[config.mk]
export PLATFORM = sky130hd
export DESIGN_NAME = miriscv_decode_buf_ctrl
export DESIGN_NICKNAME = d
export VERILOG_FILES = /design/src/rtl/miriscv_decode_buf_ctrl.sv
export SDC_FILE = /design/constraint.sdc
export NUM_CORES = 1
export LEC_CHECK = 0
export CORE_ASPECT_RATIO = 1.2
export CORE_UTILIZATION = 45
export CTS_CLUSTER_DIAMETER = 80
export DETAILED_ROUTE_END_ITERATION = 10
export PLACE_DENSITY = 0.87
export SKIP_LAST_GASP = 1
export SYNTH_ARGS = -nofsm -noshare
export SYNTH_HDL_FRONTEND = slang
export SYNTH_SLANG_ARGS = --single-unit
export TNS_END_PERCENT = 1
[constraint.sdc]
create_clock -name clk_i -period 1.9 [get_ports clk_i]
set_clock_uncertainty 0.05 [all_clocks]
set_input_delay 0.285 -clock clk_i [delete_from_list [all_inputs] [get_ports clk_i]]
set_output_delay 0.285 -clock clk_i [all_outputs]
set_load 0.05 [all_outputs]
[src/rtl/miriscv_decode_buf_ctrl.sv]
// Decode-stage buffer: two-entry skid buffer between fetch and execute.
// Captures instr/pc/imm/illegal on push, presents the oldest entry on pop.
module miriscv_decode_buf_ctrl #(
  parameter int XLEN        = 32,
  parameter int STALL_CNT_W = 16
) (
  input  logic                   clk_i,
  input  logic                   arstn_i,
  input  logic                   flush_i,
  input  logic                   in_valid_i,
  output logic                   in_ready_o,
  input  logic [XLEN-1:0]        in_instr_i,
  input  logic [XLEN-1:0]        in_pc_i,
  output logic [XLEN-1:0]        imm_instr_o,
  input  logic [XLEN-1:0]        imm_i,
  output logic                   out_valid_o,
  input  logic                   out_ready_i,
  output logic [XLEN-1:0]        out_instr_o,
  output logic [XLEN-1:0]        out_pc_o,
  output logic [XLEN-1:0]        out_imm_o,
  output logic                   out_illegal_o,
  output logic [STALL_CNT_W-1:0] stall_cnt_o
);

  localparam logic [1:0] EMPTY = 2'd0;
  localparam logic [1:0] ONE   = 2'd1;
  localparam logic [1:0] FULL  = 2'd2;

  typedef struct packed {
    logic [XLEN-1:0] instr;
    logic [XLEN-1:0] pc;
    logic [XLEN-1:0] imm;
    logic            ill;
  } entry_t;

  entry_t [1:0]           mem_q;
  entry_t                 wr_entry;
  entry_t                 head;
  logic [1:0]             count_q;
  logic [1:0]             count_d;
  logic                   rd_ptr_q;
  logic                   wr_ptr_q;
  logic                   push;
  logic                   pop;
  logic                   stall;
  logic [STALL_CNT_W-1:0] stall_q;

  // Handshakes depend only on registered occupancy.
  assign in_ready_o  = (count_q != FULL);
  assign out_valid_o = (count_q != EMPTY);

  assign push = in_valid_i && in_ready_o;
  assign pop  = out_valid_o && out_ready_i;

  assign imm_instr_o = in_instr_i;

  assign wr_entry.instr = in_instr_i;
  assign wr_entry.pc    = in_pc_i;
  assign wr_entry.imm   = imm_i;
  assign wr_entry.ill   = (in_instr_i[1:0] != 2'b11);

  assign head          = mem_q[rd_ptr_q];
  assign out_instr_o   = head.instr;
  assign out_pc_o      = head.pc;
  assign out_imm_o     = head.imm;
  assign out_illegal_o = head.ill;

  always_comb begin
    count_d = count_q;
    unique case (1'b1)
      flush_i: begin
        count_d = EMPTY;
      end
      !flush_i && push && !pop: begin
        count_d = count_q + 2'd1;
      end
      !flush_i && pop && !push: begin
        count_d = count_q - 2'd1;
      end
      default: begin
        count_d = count_q;
      end
    endcase
  end

  always_ff @(posedge clk_i or negedge arstn_i) begin
    if (!arstn_i) begin
      count_q  <= EMPTY;
      rd_ptr_q <= 1'b0;
      wr_ptr_q <= 1'b0;
      mem_q    <= '0;
    end else begin
      count_q <= count_d;
      if (flush_i) begin
        rd_ptr_q <= 1'b0;
        wr_ptr_q <= 1'b0;
      end else begin
        if (push) begin
          mem_q[wr_ptr_q] <= wr_entry;
          wr_ptr_q        <= ~wr_ptr_q;
        end
        if (pop) begin
          rd_ptr_q <= ~rd_ptr_q;
        end
      end
    end
  end

  // Back-pressure profiling; saturates, cleared only by reset.
  assign stall = out_valid_o && !out_ready_i && !flush_i;

  always_ff @(posedge clk_i or negedge arstn_i) begin
    if (!arstn_i) begin
      stall_q <= '0;
    end else if (stall && !(&stall_q)) begin
      stall_q <= stall_q + STALL_CNT_W'(1);
    end
  end

  assign stall_cnt_o = stall_q;

endmodule

== Word-level counts from Yosys, hierarchy flattened ==
Cells that the tools add are included.
Storage, ports and cells
  flip-flop bits (word level): 214
  word-level logic and storage cells: 54
  output and inout port bits: 147
Operators by class
  mux-type cells: 10
  add/sub/neg operators: 3
  equality and inequality tests: 2
  reductions and logical operators: 21
  magnitude comparators: 3
  bitwise operators: 3
Operators by type and width (number)
  $mux 97: 3
  $bwmux 194: 1
  $demux 97 s1: 1
  $add 16x1->16 const B: 1
  $reduce_and 16->1: 1
  $logic_and 1x1->1: 10
  $pmux 2 s3: 1
  $reduce_bool 2->1: 3
  $logic_not 1->1: 5
  $lt 1x2->1 const B: 2
  $mux 1: 4
  $ne 2x2->1 const B: 2
  $not 1->1: 3
  $reduce_bool 3->1: 1
  $add 2x1->2 const B: 1
  $reduce_and 2->1: 1
  $sub 2x1->2 const B: 1
  $ge 1x1->1 const B: 1

== Logic depth before layout (Yosys ltp) ==
  depth in word-level cells: 5
  gate-level depth with buffers: 8

== Worst setup path before layout ==
No wires, ideal clock.
  kind: reg2reg
  start: register stall_q[0] (netlist: stall_cnt_o[0])
  end: register stall_q[1] (netlist: stall_cnt_o[1])
  buffers on the path: 0
  slack: -0.288 ns
  data required time: 1.725 ns
  period minus slack after synthesis: 2.188 ns
  cell stages (with the launch flop): 6
  library setup time: 0.125 ns
  arrival time: 2.013 ns
  cells stage by stage: dfrtp_1 -> ha_1 -> nand4_1 -> nor4_4 -> nor2_2 -> mux2_4
On the way
  word-level cells in the longest chain between the ends: 3
  elaborated cells on any way between the ends: 4
  those cells by class: add/sub (1); reduce/logical (3)
RTL lines
  start, declared: RTL line 46  | logic [STALL_CNT_W-1:0] stall_q;
  start signal, assigned: RTL line 116  | stall_q <= stall_q + STALL_CNT_W'(1);
  parallel branches: the longest is 3 deep, another holds $add 16x1->16
Parallel ways; which one is timed is not known.
A chain may end at the register's enable or synchronous reset.

== Final worst setup path ==
  start: register rd_ptr_q
  end: output out_instr_o[0]
On the way
  word-level cells in the longest chain between the ends: 2
RTL lines
  start, declared: RTL line 41  | logic rd_ptr_q;
  start signal, assigned: RTL line 103  | rd_ptr_q <= ~rd_ptr_q;
  $mux 97 (not written as such) (2 in a row): RTL line 62  | assign head = mem_q[rd_ptr_q];
  end, declared: RTL line 18  | output logic [XLEN-1:0] out_instr_o,
No other way between the ends. The select of a mux whose other input is x is not followed.

==> impl_metrics.csv <==
group,metric,value,unit
outcome,status,"finished with violations",
outcome,violations,"setup timing",
sta,fin_tns_setup,-20.15,ns
layout,fin_cells,1192,
die,die_area,22300,µm²
synthesis,postSynthCellCount,653,
die,core,21100,µm²
critical_path,r2r_cells,6,
clock_network,path_clk_slew,0.06,ns
detailed_routing,route.vias.total,6148,
clock_network,clock-sinks,214,
critical_path,crit_path_end_kind,"output port",
detailed_routing,routed_wl,22700,µm
critical_path,arrival,1.78,ns
pwr,powerDensity,1230,nW/µm²
hold_path,min_path_type,"in2async",
grt,antenna_found_initial,0,
critical_path,required,1.56,ns
sta,fmax,472,MHz
critical_path,critPathKind,"reg2out",
grt,grt_pass1_wl,33300,µm
critical_path,cp-startpoint,"rd_ptr_q",
place,gp_congestion,0.751,
clock_network,cts_buffers,22,
place,placed_cells,1140,
clock_network,clkLatencyLatePin,0.49,ns
clock_network,cts_root_buf,"clkbuf_16",
layout,fin_area,13800,µm²
detailed_routing,firstDrtPassIters,5,
place,pre_cts_slack,-0.198,ns
clock_network,htree_num_levels,1,
sta,slew_headroom,66.0,%
layout,drive_gt1_share,56.1,%
pwr,total_power,17.1,mW
place,io_buffers,247,
critical_path,start_kind,"flip-flop",
sta,fin_crit_sh,111,%
grt,grt_pass1_vias,6517,
layout,final_cell_mix,"254 x mux2_2, 197 x dfrtp_1, 109 x clkdlybuf4s50_1",
critical_path,r2r_start,"stall_cnt_o[0]",
grt,globalRoute.totalOverflow,0,
grt,grt_max_degree,55,
detailed_routing,drtAntennaViolNets,0,
grt,grt_usage,18.8,%
layout,final_common_cell,"mux2_2",
die,die_w,136,µm
die,initial_core_util,46.2,%
layout,antenna_cells,0,
sta,post-route-worst-setup-slack,-0.218,ns
die,pin_count,248,
sta,fin_crit,2.12,ns
die,die_h,163,µm
sta,rsz0062_at_grt,"true",
critical_path,worstPathMaxFanout,7,
critical_path,r2r_end,"stall_cnt_o[11]",
layout,synthToLayoutAreaGrowth,41.8,%
sta,worst_pin_slew,0.508,ns
layout,nets,1010,
critical_path,endpoint,"out_instr_o[0]",
synthesis,ys_warn_count,0,
place,place_hpwl,14700,µm
detailed_routing,drcViolationCount,0,
synthesis,yosysSeqAreaShare,54.9,%
critical_path,rrSetupSlack,0.05,ns
clock_network,cts_buffer_depth,3,
detailed_routing,drtIter0Drc,185,
synthesis,ys_seq_elements,214,
synthesis,synth.distinct_cells,37,
synthesis,synth_fp_nets,755,
pwr,peakVddDrop,0.936,mV
clock_network,cts_tree,"built",
detailed_routing,post_drt_wl_per_cell,19.0,µm
die,num_rows,58,
detailed_routing,viasPerCell,5.16,
sta,hold_viol,0,
job,maxCapViolations,0,
place,postPlaceCellArea,12600,µm²
synthesis,netlist_area,9760,µm²
sta,slew_violations,0,
pwr,p_leak,6.06,nW
synthesis,avgSynthCellArea,14.9,µm²
sta,setup_violations,107,
-- registers in the layout, summed over array words and instances, names as in the netlist --
| register | flops |
|---|---|
| rd_ptr_q | 1 |
| count_q | 2 |
| wr_ptr_q | 1 |
| mem_q | 194 |
| stall_cnt_o | 16 |
-- critical path, cell delays in order, from the launching register on --
cell,delay (ns)
dfrtp_4,0.51
buf_12,0.17
clkbuf_16,0.16
mux2_2,0.29
buf_6,0.16
-- Yosys cell counts --
library cell	number	share of area (%)
and3_1	4	0.26
or2_2	1	0.064
nor3b_1	1	0.077
nor4b_1	2	0.18
nor4bb_1	1	0.10
buf_4	39	3.0
xor2_1	13	1.2
a31oi_1	1	0.064
o21bai_1	1	0.077
ha_1	1	0.13
inv_1	2	0.077
nand4_2	1	0.13
nand4b_4	1	0.24
nand4_1	5	0.32
nand2b_1	1	0.064
mux2_4	19	2.9
nand2_1	10	0.38
mux2_1	18	2.1
dfrtp_1	214	55
nor3_1	6	0.31
buf_2	13	0.67
or2_0	1	0.064
xnor2_1	3	0.27
nor2_2	1	0.064
o21ai_0	2	0.10
a21oi_1	5	0.26
nor4_4	1	0.22
nor4_2	3	0.38
mux2_2	254	29
nor2_1	7	0.27
buf_6	3	0.35
nand3_1	4	0.21
nor4bb_4	1	0.26
and2_1	1	0.064
a21o_1	1	0.077
buf_12	3	0.62
clkbuf_1	9	0.35
-- where the power goes --
part / internal (mW) / switching, mW
sequential: 5.78 / 0.645
combinational: 2.98 / 3.64
clock: 2.34 / 1.70
total: 11.1 / 5.98
-- metal layers --
layer	GRT usage (%)	routed length, µm	up-vias
met1	22.5	8980	3107
met4	5.91	595	0
li1	-	-	2815
met5	0	0	-
met3	4.47	1350	43
met2	32.9	11800	183
-- cell type report --
type	instances	area, µm²
inverters	2	7.51
clock inverters	3	15.0
well taps	270	338
fillers	1442	7270
flip-flops and latches	214	5380
repair buffers	298	3530
clock buffers	35	651
multi-input cells	370	3930
-- metrics by stage --
step	utilization (%)	hold slack (ns)
after floorplan	-	-0.0606
after global placement	59.8	0.242
after detailed placement	59.8	0.254
after CTS	63.0	0.295
after global routing	65.6	0.319
final	65.6	0.267
-- how the worst min path moves through the flow --
stage                  from             end  cells after the start
floorplan           arstn_i      count_q[0]                      0
global placement    arstn_i  stall_cnt_o[0]                      1
detailed placement  arstn_i  stall_cnt_o[1]                      1
CTS                 arstn_i  stall_cnt_o[3]                      2
global route        arstn_i  stall_cnt_o[1]                      2
finish              arstn_i  stall_cnt_o[3]                      2
-- cell families after synthesis --
logic type	Yosys count	share of synthesized area [%]
adders and majority gates	1	0.128
and+or+nand+nor	52	3.65
AOI/OAI and AO/OA	10	0.577
xor gates and xnor gates	16	1.44
DFF	214	54.9
buffers and inverters	69	5.05
muxes	291	34.3
-- timing repair --
item | CTS | global route
hold buffers | 1 | 0
buffers inserted | 0 | 4
gates cloned | 0 | 9
endpoints found under the setup margin | 107 | 114
endpoints found under the hold margin | 48 | 0
gates resized for setup | 0 | 85
Power figures use the tool's default switching activity.
